`config.mk`:
```
export PLATFORM = sky130hd
export DESIGN_NAME = stream_mux_nto1_flat
export DESIGN_NICKNAME = d
export VERILOG_FILES = /design/src/rtl/mux_pkg.sv /design/src/rtl/stream_mux_nto1_if.sv /design/src/rtl/stream_mux_nto1_comb.sv /design/src/rtl/stream_mux_nto1.sv /design/src/flat_wrapper.sv
export SDC_FILE = /design/constraint.sdc
export NUM_CORES = 1
export LEC_CHECK = 0
export CAP_MARGIN = 30
export CORE_UTILIZATION = 28
export DETAILED_ROUTE_END_ITERATION = 8
export GPL_TIMING_DRIVEN = 0
export PLACE_DENSITY = 0.75
export SLEW_MARGIN = 15
export SYNTH_ARGS = -nofsm -noshare
export SYNTH_HDL_FRONTEND = slang
export SYNTH_SLANG_ARGS = --single-unit
```
`constraint.sdc`:
```
create_clock -name clk -period 1 [get_ports clk]
set_input_delay 0.2 -clock clk [delete_from_list [all_inputs] [get_ports clk]]
set_output_delay 0.2 -clock clk [all_outputs]
set_load 0.02 [all_outputs]
```
`src/rtl/mux_pkg.sv`:
```
// Shared types and helpers for the N:1 stream multiplexer.
// Holds the lock FSM encoding and a constant-foldable clog2.
package mux_pkg;

  typedef enum logic {
    ST_IDLE   = 1'b0,
    ST_LOCKED = 1'b1
  } lock_st_t;

  function automatic int clog2(input int n);
    int r;
    int v;
    r = 0;
    v = n - 1;
    while (v > 0) begin
      r++;
      v = v >> 1;
    end
    return (r < 1) ? 1 : r;
  endfunction

endpackage

```
`src/rtl/stream_mux_nto1_if.sv`:
```
// Handshake bundle between N producers, one consumer and the mux.
// master = surrounding system, slave = the mux itself.
interface stream_mux_nto1_if
  import mux_pkg::*;
#(
  parameter int N = 4,
  parameter int W = 8
);
  localparam int SEL_W = clog2(N);

  logic [N*W-1:0]   in_data;
  logic [N-1:0]     in_valid;
  logic [N-1:0]     in_last;
  logic [N-1:0]     in_ready;
  logic [SEL_W-1:0] sel;
  logic             sel_err;
  logic [W-1:0]     out_data;
  logic             out_last;
  logic             out_valid;
  logic             out_ready;

  modport master (
    output in_data, in_valid, in_last, sel, out_ready,
    input  in_ready, sel_err, out_data, out_last, out_valid
  );

  modport slave (
    input  in_data, in_valid, in_last, sel, out_ready,
    output in_ready, sel_err, out_data, out_last, out_valid
  );

endinterface

```
`src/rtl/stream_mux_nto1_comb.sv`:
```
// Pure combinational N:1 select of {last, data} by active channel.
// Out-of-range selects yield zero.
module mux_nto1_comb
  import mux_pkg::*;
#(
  parameter int N = 4,
  parameter int W = 8
) (
  input  logic [N*W-1:0]      in_data,
  input  logic [N-1:0]        in_last,
  input  logic [clog2(N)-1:0] act_sel,
  output logic [W-1:0]        y_data,
  output logic                y_last
);

  always_comb begin
    y_data = '0;
    y_last = 1'b0;
    for (int k = 0; k < N; k++) begin
      if (act_sel == clog2(N)'(k)) begin
        y_data = in_data[k*W +: W];
        y_last = in_last[k];
      end
    end
  end

endmodule

```
`src/rtl/stream_mux_nto1.sv`:
```
// N:1 valid/ready stream mux with registered output stage.
// Define STREAM_MUX_LAST_LOCK_EN to hold the select for a whole packet.
module stream_mux_nto1
  import mux_pkg::*;
#(
  parameter int N = 4,
  parameter int W = 8
) (
  input logic              clk,
  input logic              rst,
  stream_mux_nto1_if.slave bus
);

  localparam int SEL_W = clog2(N);

  logic [SEL_W-1:0] act_sel;
  logic [N-1:0]     rdy;
  logic [W-1:0]     m_data;
  logic             m_last;
  logic             load;
  logic             xfer;
  logic             err;
  logic [W-1:0]     q_data;
  logic             q_last;
  logic             q_valid;

`ifdef STREAM_MUX_LAST_LOCK_EN
  lock_st_t         state;
  lock_st_t         state_nx;
  logic [SEL_W-1:0] lock_sel;

  always_ff @(posedge clk or posedge rst) begin
    if (rst) begin
      state    <= ST_IDLE;
      lock_sel <= '0;
    end else begin
      state <= state_nx;
      if (state == ST_IDLE && xfer && !m_last)
        lock_sel <= bus.sel;
    end
  end

  always_comb begin
    state_nx = state;
    unique case (state)
      ST_IDLE:   if (xfer && !m_last) state_nx = ST_LOCKED;
      ST_LOCKED: if (xfer && m_last)  state_nx = ST_IDLE;
      default:   state_nx = ST_IDLE;
    endcase
  end

  always_comb begin
    act_sel = bus.sel;
    if (state == ST_LOCKED)
      act_sel = lock_sel;
  end
`else
  always_comb begin
    act_sel = bus.sel;
  end
`endif

  mux_nto1_comb #(.N(N), .W(W)) u_sel (
    .in_data (bus.in_data),
    .in_last (bus.in_last),
    .act_sel (act_sel),
    .y_data  (m_data),
    .y_last  (m_last)
  );

  assign err  = (32'(act_sel) >= N);
  assign load = !q_valid || bus.out_ready;

  // Ready never looks at in_valid, so producers may wait on it safely.
  always_comb begin
    rdy = '0;
    if (load && !err && !rst)
      rdy = N'(1) << act_sel;
  end

  assign xfer = |(bus.in_valid & rdy);

  always_ff @(posedge clk or posedge rst) begin
    if (rst) begin
      q_valid <= 1'b0;
      q_data  <= '0;
      q_last  <= 1'b0;
    end else if (load) begin
      if (xfer) begin
        q_valid <= 1'b1;
        q_data  <= m_data;
        q_last  <= m_last;
      end else begin
        q_valid <= 1'b0;
      end
    end
  end

  assign bus.in_ready  = rdy;
  assign bus.sel_err   = err;
  assign bus.out_data  = q_data;
  assign bus.out_last  = q_last;
  assign bus.out_valid = q_valid;

endmodule

```
`src/flat_wrapper.sv`:
```
// flat-port wrapper written by rule: the top's interface ports become plain ports
module stream_mux_nto1_flat import mux_pkg::*;
#(
  parameter int N = 4,
  parameter int W = 8
)
  (clk, rst, bus_in_data, bus_in_valid, bus_in_last, bus_sel, bus_out_ready, bus_in_ready, bus_sel_err, bus_out_data, bus_out_last, bus_out_valid);
  stream_mux_nto1_if #(.N(N), .W(W)) bus_i ();
  input logic clk;
  input logic rst;
  input wire logic [$bits(bus_i.in_data)-1:0] bus_in_data;
  input wire logic [$bits(bus_i.in_valid)-1:0] bus_in_valid;
  input wire logic [$bits(bus_i.in_last)-1:0] bus_in_last;
  input wire logic [$bits(bus_i.sel)-1:0] bus_sel;
  input wire logic [$bits(bus_i.out_ready)-1:0] bus_out_ready;
  output wire logic [$bits(bus_i.in_ready)-1:0] bus_in_ready;
  output wire logic [$bits(bus_i.sel_err)-1:0] bus_sel_err;
  output wire logic [$bits(bus_i.out_data)-1:0] bus_out_data;
  output wire logic [$bits(bus_i.out_last)-1:0] bus_out_last;
  output wire logic [$bits(bus_i.out_valid)-1:0] bus_out_valid;
  assign bus_i.in_data = bus_in_data;
  assign bus_i.in_valid = bus_in_valid;
  assign bus_i.in_last = bus_in_last;
  assign bus_i.sel = bus_sel;
  assign bus_i.out_ready = bus_out_ready;
  assign bus_in_ready = bus_i.in_ready;
  assign bus_sel_err = bus_i.sel_err;
  assign bus_out_data = bus_i.out_data;
  assign bus_out_last = bus_i.out_last;
  assign bus_out_valid = bus_i.out_valid;
  stream_mux_nto1 #(.N(N), .W(W)) u_core (.clk(clk), .rst(rst), .bus(bus_i));
endmodule
```
Yosys cells after proc, flatten, opt, wreduce, memory -nomap -nowiden:

Cells that the tools add are included.

* flip-flop bits (word level): 10
* latch bits: 0
* RAM bits: 0
* bits in read-only memories: 0
* input port bits: 45
* logic and storage cells: 25
* memories kept: 0

* add/subtract/negate cells: 0
* multiply operators: 0
* divide/modulo/power cells: 0
* order comparisons: 0
* eq/ne operators: 3
* shifts and indexed selects: 1
* multiplexer cells: 10
* bitwise logic cells: 1
* reductions and logical operators: 7

Operators with widths (count)
* $mux W8: 4
* $mux W1: 5
* $and A4 B4 Y4: 1
* $eq A2 B2 Y1 const B: 2
* $mux W4: 1
* $reduce_or A4 Y1: 1
* $shl A1 B2 Y4 const A: 1
* $eq A2 B1 Y1 const B: 1
* $logic_not A1 Y1: 2
* $logic_not A2 Y1: 1
* $reduce_and A2 Y1: 1
* $logic_and A1 B1 Y1: 1
* $logic_or A1 B1 Y1: 1

Depth between registers and ports, before layout:

Gate-level depths: netlist of the first run.

* word-level depth: 7
* gate-level depth with buffers: 4
* mapped depth without buffers: 3

Cells and area by module:

A second synthesis of the first run with hierarchy kept.

* cells, all modules: 42
* area total of the unflattened synthesis: 675.6 sq um

By module, submodules not included
* stream_mux_nto1: instances 1, cells each 31, area each 456.7 sq um
* mux_nto1_comb: instances 1, cells each 11, area each 219.0 sq um

Worst setup path after synthesis of the first run:

No wires, ideal clock.

* path kind: register to output
* from: reg u_core.q_valid (netlist: u_core.bus.out_valid)
* to: out bus_in_ready[1]
* data arrival time: 1.357 ns
* path slack: -0.557 ns
* cell stages (with the launch flop): 3
* path buffers: 0
* cells stage by stage: dfrtp_1 > nor2b_1 > nor4b_1

* word-level cells in the longest chain between the ends: 4

RTL lines
* start: declaration: line stream_mux_nto1.sv:25 `logic q_valid;`
* start signal: assignment: line stream_mux_nto1.sv:85 `q_valid <= 1'b0;`
* start signal: assignment: line stream_mux_nto1.sv:90 `q_valid <= 1'b1;`
* start signal: assignment: line stream_mux_nto1.sv:94 `q_valid <= 1'b0;`
* $logic_not A1 Y1: line stream_mux_nto1.sv:72 `assign load = !q_valid || bus.out_ready;`
* $logic_or A1 B1 Y1: line stream_mux_nto1.sv:72
* $logic_and A1 B1 Y1: line stream_mux_nto1.sv:77 `if (load && !err && !rst)`
* $mux W4: line stream_mux_nto1.sv:77
* end: declaration: line flat_wrapper.sv:16 `output wire logic [$bits(bus_i.in_ready)-1:0] bus_in_ready;`

Every way passes these cells.

Final worst setup path of the first run:

* from: reg u_core.q_valid (netlist: u_core.bus.out_valid)
* to: out bus_in_ready[2]

The elaborated chain is that of the path after synthesis.

==> results_dict.tcl, run 1 <==
set metrics [dict create \
    start_util_pct 30.6 \
    portBuffers 57 \
    ir_drop_mv 0.890 \
    tns_ns -4.13 \
    wl_per_cell_um 14.6 \
    cts_tree "yes" \
    diodes 0 \
    syn_area_um2 703 \
    setup_viol 15 \
    synth-seq-cells 10 \
    drt_iter0_drc 10 \
    die_width_um 52.1 \
    synth.largest_area_cell "dfrtp_1" \
    grt.total_usage_pct 16.8 \
    clock_latency_ns 0.26 \
    status "finished with violations" \
    synth-xor-area-share_pct 0 \
    whs_ns 0.146 \
    cts_buffer_depth 2 \
    start_kind "flop" \
    crit_arrival_ns 1.23 \
    p_int_w 0.00137 \
    vias 720 \
    drc 0 \
    hold_viol 0 \
    crit_type "reg2out" \
    fp.dieH_um 52.1 \
    combPwrFrac_pct 55.2 \
    period_share_pct 143 \
    finClkSkew_ns 0.00616 \
    firstDrtPassIters 4 \
    rr_startpoint "u_core.bus.out_valid" \
    synthAdderAreaFrac_pct 0 \
    via_per_inst 4.93 \
    rsz0062_at_grt "yes" \
    clockRootBuffer "clkbuf_4" \
    critPathCaptureType "output port" \
    grt_overflow 0 \
    fin_total_pwr_w 0.00198 \
    post-dp-hpwl_mm 1.44 \
    nets 164 \
    clkPwrFrac_pct 14.6 \
    drv_slew 0 \
    synthMuxAreaShare_pct 48.6 \
    drive_above_1_share_pct 57.6 \
    yosysWarnings 0 \
    yosys.area_share.simple_pct 9.43 \
    htree_levels 1 \
    grt_max_degree 13 \
    regToRegSetupSlack_ns -0.30 \
    avgSynthCellArea_um2 16.4 \
    synthToLayoutAreaGrowth_pct 114 \
    synth_cells 43 \
    holdCritPathClass "in2async" \
    synth_compound_area_share_pct 0 \
    rows 17 \
    failed_checks "setup timing" \
    path_clk_slew_ns 0.07 \
    max_freq_ghz 0.701 \
    cts_sinks 10 \
    final_antenna_net_count 0 \
    synth_top_family_by_area "multiplexers" \
    post-place-ws_ns -1.27 \
    synth_area_leaders "dfrtp_1 36%, mux4_2 19%, mux4_1 15%" \
    p_sw_share_pct 30.8 \
    place.gp.congestion 0.586 \
    p_sw_w 0.000611 \
    nFillCells 197 \
    drt_wl_total_mm 2.14 \
    ff2ff_path_depth 5 \
    grt_pass1_wl_mm 3.21 \
    maxCapViolations 0 \
    min_period_ns 1.43 \
    crit_fanout 3 \
    power_density_nw_per_um2 1320 \
    grt_pass1_vias 702 \
    post-route-worst-setup-slack_ns -0.427 \
    synth_top_cell_area_share_pct 35.6 \
    syn_nets 88 \
    yosysUniqueCellTypes 17 \
    leakagePower_nw 0.710 \
    fp.dieArea_um2 2720 \
    yosysSeqAreaShare_pct 35.6 \
    crit_required_ns 0.80 \
    pwr-share-seq_pct 30.1 \
    io_pins 60 \
    antenna_found_initial 0 \
    coreArea_um2 2300 \
    cts_made_buffers 3 \
    r2r_end "u_core.bus.out_data[0]" \
]
-- how the worst max path moves through the flow --
| stage | end | startpoint | cells after the start |
|---|---|---|---|
| floorplan | u_core.bus.out_data[1] | bus_sel[0] | 4 |
| global placement | bus_in_ready[3] | rst | 4 |
| detailed placement | bus_in_ready[3] | rst | 4 |
| CTS | bus_in_ready[2] | u_core.bus.out_valid | 3 |
| global route | bus_in_ready[1] | u_core.bus.out_valid | 3 |
| finish | bus_in_ready[2] | u_core.bus.out_valid | 3 |
-- kinds of logic (layout without fill, tap and decap cells) --
logic type	Yosys count	after routing
muxes	19	19
DFF	10	10
and+or+nand+nor	8	9
buffers and inverters	5	79
other	1	1
-- synth_stat cells --
library cell and number:
dfrtp_1 10, mux2_2 9, mux4_2 6, mux4_1 4, nor4b_1 2, and4_1 1
buf_4 1, buf_6 1, buf_8 1, clkbuf_1 1, conb_1 1, inv_1 1
nand2_1 1, nand2b_1 1, nand3_4 1, nor2b_1 1, nor4_1 1
-- power by group through the flow --
stage | Combinational (W) | Sequential, W | Clock [W]
4_1_cts | 0.000995 | 0.000594 | 0.000302
3_5_place_dp | 0.000870 | 0.000583 | 0
6_report | 0.00109 | 0.000597 | 0.000290
3_3_place_gp | 0.000863 | 0.000577 | 0
5_1_grt | 0.00116 | 0.000607 | 0.000327
2_1_floorplan | 0.000282 | 0.000721 | 0
-- state kept, by name, indices dropped and copies added (netlist names) --
name                  flops
u_core.bus.out_data       8
u_core.bus.out_valid      1
u_core.bus.out_last       1
-- cell usage in the layout, fill, tap and decap left out --
cell,n
clkdlybuf4s50_1,8
nand3_4,2
clkbuf_4,3
dfrtp_1,9
clkbuf_8,1
clkbuf_1,1
nor4b_2,1
clkdlybuf4s15_2,2
dfrtp_2,1
dlygate4sd2_1,30
buf_8,1
nand2_1,1
mux2_4,9
clkinvlp_4,1
nor4_4,1
buf_4,15
mux4_2,10
nor4b_4,1
and4_4,1
buf_2,4
nand2b_4,1
buf_12,1
buf_6,12
conb_1,1
nor2b_4,1
-- metal layers --
metal  global-route usage, %  vias up  wire length [um]
met5                       0        -                 0
met4                    8.11        0                16
met3                    5.56        2               248
met2                    27.1       46              1010
met1                    19.9      346               862
li1                        -      326                 -
-- critical path: stages, from the launching register on --
cell	delay, ns
dfrtp_2	0.41
nor2b_4	0.15
nor4b_4	0.23
buf_4	0.17
-- area by class of cell --
type | count | area, um2 | share of cell area (%)
inverter | 1 | 7.51 | 0.499
tap | 28 | 35.0 | 2.33
timing repair buffer | 70 | 626 | 41.6
sequential | 10 | 251 | 16.7
multi-input combinational | 29 | 502 | 33.4
clock buffer | 4 | 26.3 | 1.75
buffer | 4 | 56.3 | 3.74
-- timing repair --
action,CTS,global route
pin swaps,2,0
buffers inserted,7,6
cloned,1,0
hold buffers,0,0
endpoints found under the setup margin,24,24
gates resized for setup,138,4
-- metrics by stage --
stage	area (um2)	util [%]	instances
2_1_floorplan	771	-	43
3_3_place_gp	1380	59.9	128
3_5_place_dp	1380	59.9	128
4_1_cts	1440	62.9	140
5_1_grt	1500	65.5	146
6_report	1500	65.5	146
Note: power is estimated with default switching activity, not from simulation.
==> inputs of run 2 (changes only) <==
CORE_MARGIN = 5   (was unset)
PLACE_DENSITY = 0.76   (was 0.75)
SYNTH_HIERARCHICAL = 1   (was unset)
==> run 2 against run 1 <==
  * The run still ends with setup timing left
  * Global-route usage shrank 2.1 points
  * Critical path depth is the same
  * Maximum frequency grew 1.4%
  * Clock skew shrank 0.0019 ns
  * Clock-buffer cell count is the same
  * Critical path type unchanged
==> results_dict.tcl, run 2 <==
set metrics [dict create \
    largest_reg_flops 8 \
    coreArea_um2 2250 \
    yosysWarnings 6 \
    start_kind "flop" \
    syn_area_um2 676 \
    wl_per_cell_um 17.1 \
    max_freq_ghz 0.711 \
    yosysUniqueCellTypes 15 \
    holdCritPathClass "in2async" \
    synth-seq-cells 10 \
    power_density_nw_per_um2 1290 \
    place.gp.congestion 0.737 \
    drive_above_1_share_pct 52.7 \
    vias 675 \
    period_share_pct 141 \
    hold_viol 0 \
    crit_chain "nor2b_4 > nor4b_4 > buf_4" \
    drt_iter0_drc 1 \
    cts_buffer_depth 2 \
    firstDrtPassIters 2 \
    path_clk_slew_ns 0.07 \
    path_delay_family "flip-flops" \
    cp.buffers_inverters 1 \
    antenna_found_initial 0 \
    fp.dieH_um 59.1 \
    final_core_util_pct 64.4 \
    crit_arrival_ns 1.21 \
    portBuffers 58 \
    layout_commonest_cell "clkdlybuf4s50_1" \
    drt_wl_total_mm 2.36 \
    post-dp-hpwl_mm 1.91 \
    critPathCaptureType "output port" \
    ir_drop_mv 0.872 \
    start_util_pct 30.0 \
    io_pins 60 \
    cpMaxStageDelayCell "dfrtp_2" \
    min_period_ns 1.41 \
    synth_edf_count 0 \
    async_reset_ff_share_pct 100 \
    synthTopCellsByCount "10 x dfrtp_1, 10 x mux4_2, 9 x mux2_2" \
    crit_required_ns 0.80 \
    maxCapViolations 0 \
    synth.largest_area_cell "dfrtp_1" \
    ys.flop_type "dfrtp_1" \
    worst_path_largest_cell_delay_ns 0.40 \
    drc 0 \
    cts_tree "yes" \
    cts_made_buffers 3 \
    synth_area_leaders "dfrtp_1 37%, mux4_2 33%, mux2_2 15%" \
    cts_sinks 10 \
    grt_overflow 0 \
    avgSynthCellArea_um2 16.1 \
    die_width_um 59.1 \
    via_per_inst 4.89 \
    yosysSeqAreaShare_pct 37.0 \
    leakagePower_nw 0.609 \
    status "finished with violations" \
    synth_cells 42 \
    setup_viol 14 \
    rsz0062_at_grt "yes" \
    grt_pass1_vias 761 \
    diodes 0 \
    postCtsHoldBufs 0 \
    whs_ns 0.0637 \
    fin_total_pwr_w 0.00187 \
    drv_slew 0 \
    clockRootBuffer "clkbuf_4" \
    crit_fanout 3 \
    clock_latency_ns 0.26 \
    fp.dieArea_um2 3500 \
    post-route-worst-setup-slack_ns -0.407 \
    final_antenna_net_count 0 \
    failed_checks "setup timing" \
    layout_common_cells "36 x clkdlybuf4s50_1, 13 x buf_6, 10 x mux4_2" \
    grt_pass1_wl_mm 3.80 \
    crit_type "reg2out" \
    htree_levels 1 \
    synth_top_cell_area_share_pct 37.0 \
    syn_nets 87 \
    finClkSkew_ns 0.00423 \
    synthToLayoutAreaGrowth_pct 115 \
    grt.total_usage_pct 14.7 \
    nets 156 \
    grt_max_degree 13 \
    nFillCells 192 \
    rows 17 \
]
run 2: cell types whose count changed after synthesis:
| cell | delta |
|---|---|
| buf_8 | -1 |
| and4_1 | -1 |
| mux4_2 | +4 |
| and4_2 | +1 |
| clkbuf_2 | +1 |
| clkbuf_1 | -1 |
| mux4_1 | -4 |
run 2: path summary, 6_finish.rpt:
kind | start | end | slack (ns) | depth (start not counted)
worst max-delay path | u_core/bus.out_valid | bus_in_ready[2] | -0.41 | 3
worst min-delay path | rst | u_core/bus.out_data[7] | 0.06 | 3
worst max register to register | u_core/bus.out_valid | u_core/bus.out_data[6] | -0.33 | 5
worst min register to register | u_core/bus.out_data[7] | u_core/bus.out_data[7] | 0.53 | 1
max in group asynchronous | rst | u_core/bus.out_valid | 0.75 | 3
min in group clk | u_core/bus.out_data[7] | u_core/bus.out_data[7] | 0.53 | 1
run 2: final cells by class:
class                           instances  area [um2]  share of cell area (%)
Timing Repair Buffer                   63         616                    42.4
Multi-Input combinational cell         29         489                    33.7
Sequential cell                        10         251                    17.3
Tap cell                               28        35.0                    2.41
Clock buffer                            4        26.3                    1.81
Buffer                                  3        26.3                    1.81
Inverter                                1        7.51                   0.517
run 2: repair_timing:
action / 4_1_cts / 5_1_grt
pin swaps: 2 / 1
resized for setup: 102 / 6
setup buffers: 4 / 1
gates cloned: 1 / 0
setup endpoints to repair: 24 / 24
run 2: metrics by stage:
| step | area [um2] | std cells | worst slack (ns) | TNS [ns] |
|---|---|---|---|---|
| 3_3_place_gp | 1350 | 128 | -1.29 | -16.52 |
| 5_1_grt | 1450 | 138 | -0.484 | -5.24 |
| 6_report | 1450 | 138 | -0.407 | -4.41 |
| 4_1_cts | 1430 | 137 | -0.422 | -4.51 |
| 3_5_place_dp | 1350 | 128 | -1.33 | -16.89 |
| 2_1_floorplan | 733 | 42 | -0.309 | -3.40 |
run 2: layer usage:
layer / track usage, % / wire (um)
met1: 13.9 / 771
met5: 0 / 0
met3: 5.45 / 205
met2: 29.0 / 1360
met4: 3.88 / 25
run 2: kinds of logic after synthesis:
logic type	synth area share, %
buffers and inverters	4.07
flip-flops	37.0
multiplexers	48.3
other	0.555
AND/OR/NAND/NOR	10.0
run 2: power by group:
part | switching, W | internal, W
clock network | 0.000135 | 0.000154
registers | 0.0000764 | 0.000518
logic | 0.000373 | 0.000618
total | 0.000584 | 0.00129
run 2: worst register-to-register path, stage by stage (launching register included):
cell and delay [ns]:
dfrtp_2 0.40, buf_4 0.15, nand2b_4 0.07, buf_6 0.12, nand3_4 0.13, mux2_4 0.34
==> inputs of run 3 (changes only) <==
--- a/config.mk
+++ b/config.mk
@@ -8,3 +8,2 @@
 export CAP_MARGIN = 30
-export CORE_MARGIN = 5
 export CORE_UTILIZATION = 28
--- a/constraint.sdc
+++ b/constraint.sdc
@@ -3,2 +3,2 @@
 set_output_delay 0.2 -clock clk [all_outputs]
-set_load 0.02 [all_outputs]
+set_load 0.05 [all_outputs]
==> run 3 against run 2 <==
  * The flow still finishes with violations (setup timing)
  * Via count fell by 0.44%
  * Utilization increased by 5.7 points
  * Clock skew rose by 0.0080 ns
  * Final area is 7.8% higher
  * Die area is 25% lower
==> results_dict.tcl, run 3 (synthesis gave the netlist of run 2 again) <==
set metrics [dict create \
    status "finished with violations" \
    failed_checks "setup timing" \
    cts_sinks 10 \
    final_cells 146 \
    period_share_pct 146 \
    post-route-worst-setup-slack_ns -0.461 \
    rows 17 \
    largest_reg_flops 8 \
    maxCapViolations 0 \
    crit_fanout 3 \
    finClkSkew_ns 0.0122 \
    postCtsHoldBufs 0 \
    ir_drop_mv 0.997 \
    post-dp-hpwl_mm 1.61 \
    via_per_inst 4.60 \
    coreArea_um2 2230 \
    die_width_um 51.1 \
    wl_per_cell_um 13.8 \
    layout_common_cells "36 x clkdlybuf4s50_1, 17 x buf_6, 12 x buf_4" \
    placed_cell_area_um2 1380 \
    firstDrtPassIters 4 \
    cts_buffer_depth 2 \
    layout_commonest_cell "clkdlybuf4s50_1" \
    htree_levels 1 \
    cpMaxStageDelayCell "dfrtp_2" \
    crit_type "reg2out" \
    nFillCells 165 \
    diodes 0 \
    clock_latency_ns 0.26 \
    worst_path_largest_cell_delay_ns 0.42 \
    vias 672 \
    power_density_nw_per_um2 1480 \
    place.gp.congestion 0.768 \
    grt_overflow 0 \
    cts_made_buffers 3 \
    path_clk_slew_ns 0.07 \
    nets 164 \
    holdCritPathClass "in2async" \
    critPathCaptureType "output port" \
    drt_iter0_drc 5 \
    clockRootBuffer "clkbuf_4" \
    antenna_found_initial 0 \
    leakagePower_nw 0.676 \
    fp.dieH_um 51.1 \
    drc 0 \
    drive_above_1_share_pct 55.1 \
    cts_tree "yes" \
    min_period_ns 1.46 \
    drv_slew 0 \
    grt_max_degree 13 \
    start_util_pct 30.3 \
    grt_pass1_vias 698 \
    start_kind "flop" \
    rsz0062_at_grt "yes" \
    grt.total_usage_pct 17.3 \
    drt_wl_total_mm 2.02 \
    final_antenna_net_count 0 \
    hold_viol 0 \
    portBuffers 58 \
    setup_viol 20 \
    fin_area_um2 1560 \
    grt_pass1_wl_mm 3.21 \
    max_freq_ghz 0.685 \
    io_pins 60 \
    crit_arrival_ns 1.26 \
    final_core_util_pct 70.0 \
    crit_required_ns 0.80 \
    synthToLayoutAreaGrowth_pct 131 \
    dpl.cell_count 128 \
    crit_chain "nor2b_4 > nor4b_4 > buf_6" \
    fp.dieArea_um2 2610 \
]
run 3: cell types whose count changed in the layout (fill, tap and decap cells not counted), moves of 3 or more:
cell and delta:
mux2_2 -4, buf_6 +4, buf_4 +3, mux2_4 +4
clkdlybuf4s15_1 +4, dlygate4sd2_1 -4
run 3: path summary, 6_finish.rpt:
path | startpoint | endpoint | slack (ns) | cells past startpoint
worst max-delay path | u_core/bus.out_valid | bus_in_ready[2] | -0.46 | 3
worst min-delay path | rst | u_core/bus.out_data[3] | 0.17 | 3
worst max register to register | u_core/bus.out_valid | u_core/bus.out_data[4] | -0.32 | 5
worst min register to register | u_core/bus.out_data[7] | u_core/bus.out_data[7] | 0.55 | 1
max in group asynchronous | rst | u_core/bus.out_data[7] | 0.65 | 3
min in group clk | u_core/bus.out_data[7] | u_core/bus.out_data[7] | 0.55 | 1
run 3: repair_timing:
item | 4_1_cts | 5_1_grt
buffers inserted | 11 | 2
pin swaps | 4 | 0
setup endpoints to repair | 24 | 24
cloned | 1 | 0
gates resized for setup | 125 | 1
run 3: cell type report:
type | count | area (um2) | area share, %
buffer | 3 | 23.8 | 1.52
clock buffer | 4 | 26.3 | 1.68
inverter | 1 | 7.51 | 0.480
multi-input combinational | 29 | 510 | 32.6
timing repair buffer | 71 | 709 | 45.4
sequential | 10 | 251 | 16.1
tap | 28 | 35.0 | 2.24
run 3: worst max-delay path, delay by kind of cell (launching register included):
family | cells | cell delay [ns]
and+or+nand+nor | 2 | 0.38
DFF | 1 | 0.42
buffers and inverters | 1 | 0.19
run 3: routing by layer:
layer,part of all wire [%],wire [um],global-route usage (%),vias up
met5,0,0,0,-
met4,0,0,6.94,0
met3,3.0,61,2.68,0
met2,56,1130,30.3,23
met1,41,825,20.9,322
li1,-,-,-,327
run 3: power breakdown:
part           leakage, nW  internal (W)  total, W  switching, W
sequential           0.117      0.000518  0.000595     0.0000768
clock               0.0150      0.000154  0.000284      0.000131
combinational        0.544      0.000756   0.00144      0.000679
total                0.676       0.00143   0.00232      0.000887
run 3: stage by stage:
stage | setup TNS [ns] | total power, W | setup slack (ns) | hold WS, ns
4_1_cts | -4.61 | 0.00230 | -0.470 | 0.164
5_1_grt | -5.83 | 0.00242 | -0.517 | 0.188
2_1_floorplan | -4.85 | 0.00133 | -0.558 | 0.0782
6_report | -4.83 | 0.00232 | -0.461 | 0.172
3_5_place_dp | -21.50 | 0.00180 | -1.54 | 0.502
3_3_place_gp | -20.70 | 0.00179 | -1.51 | 0.497
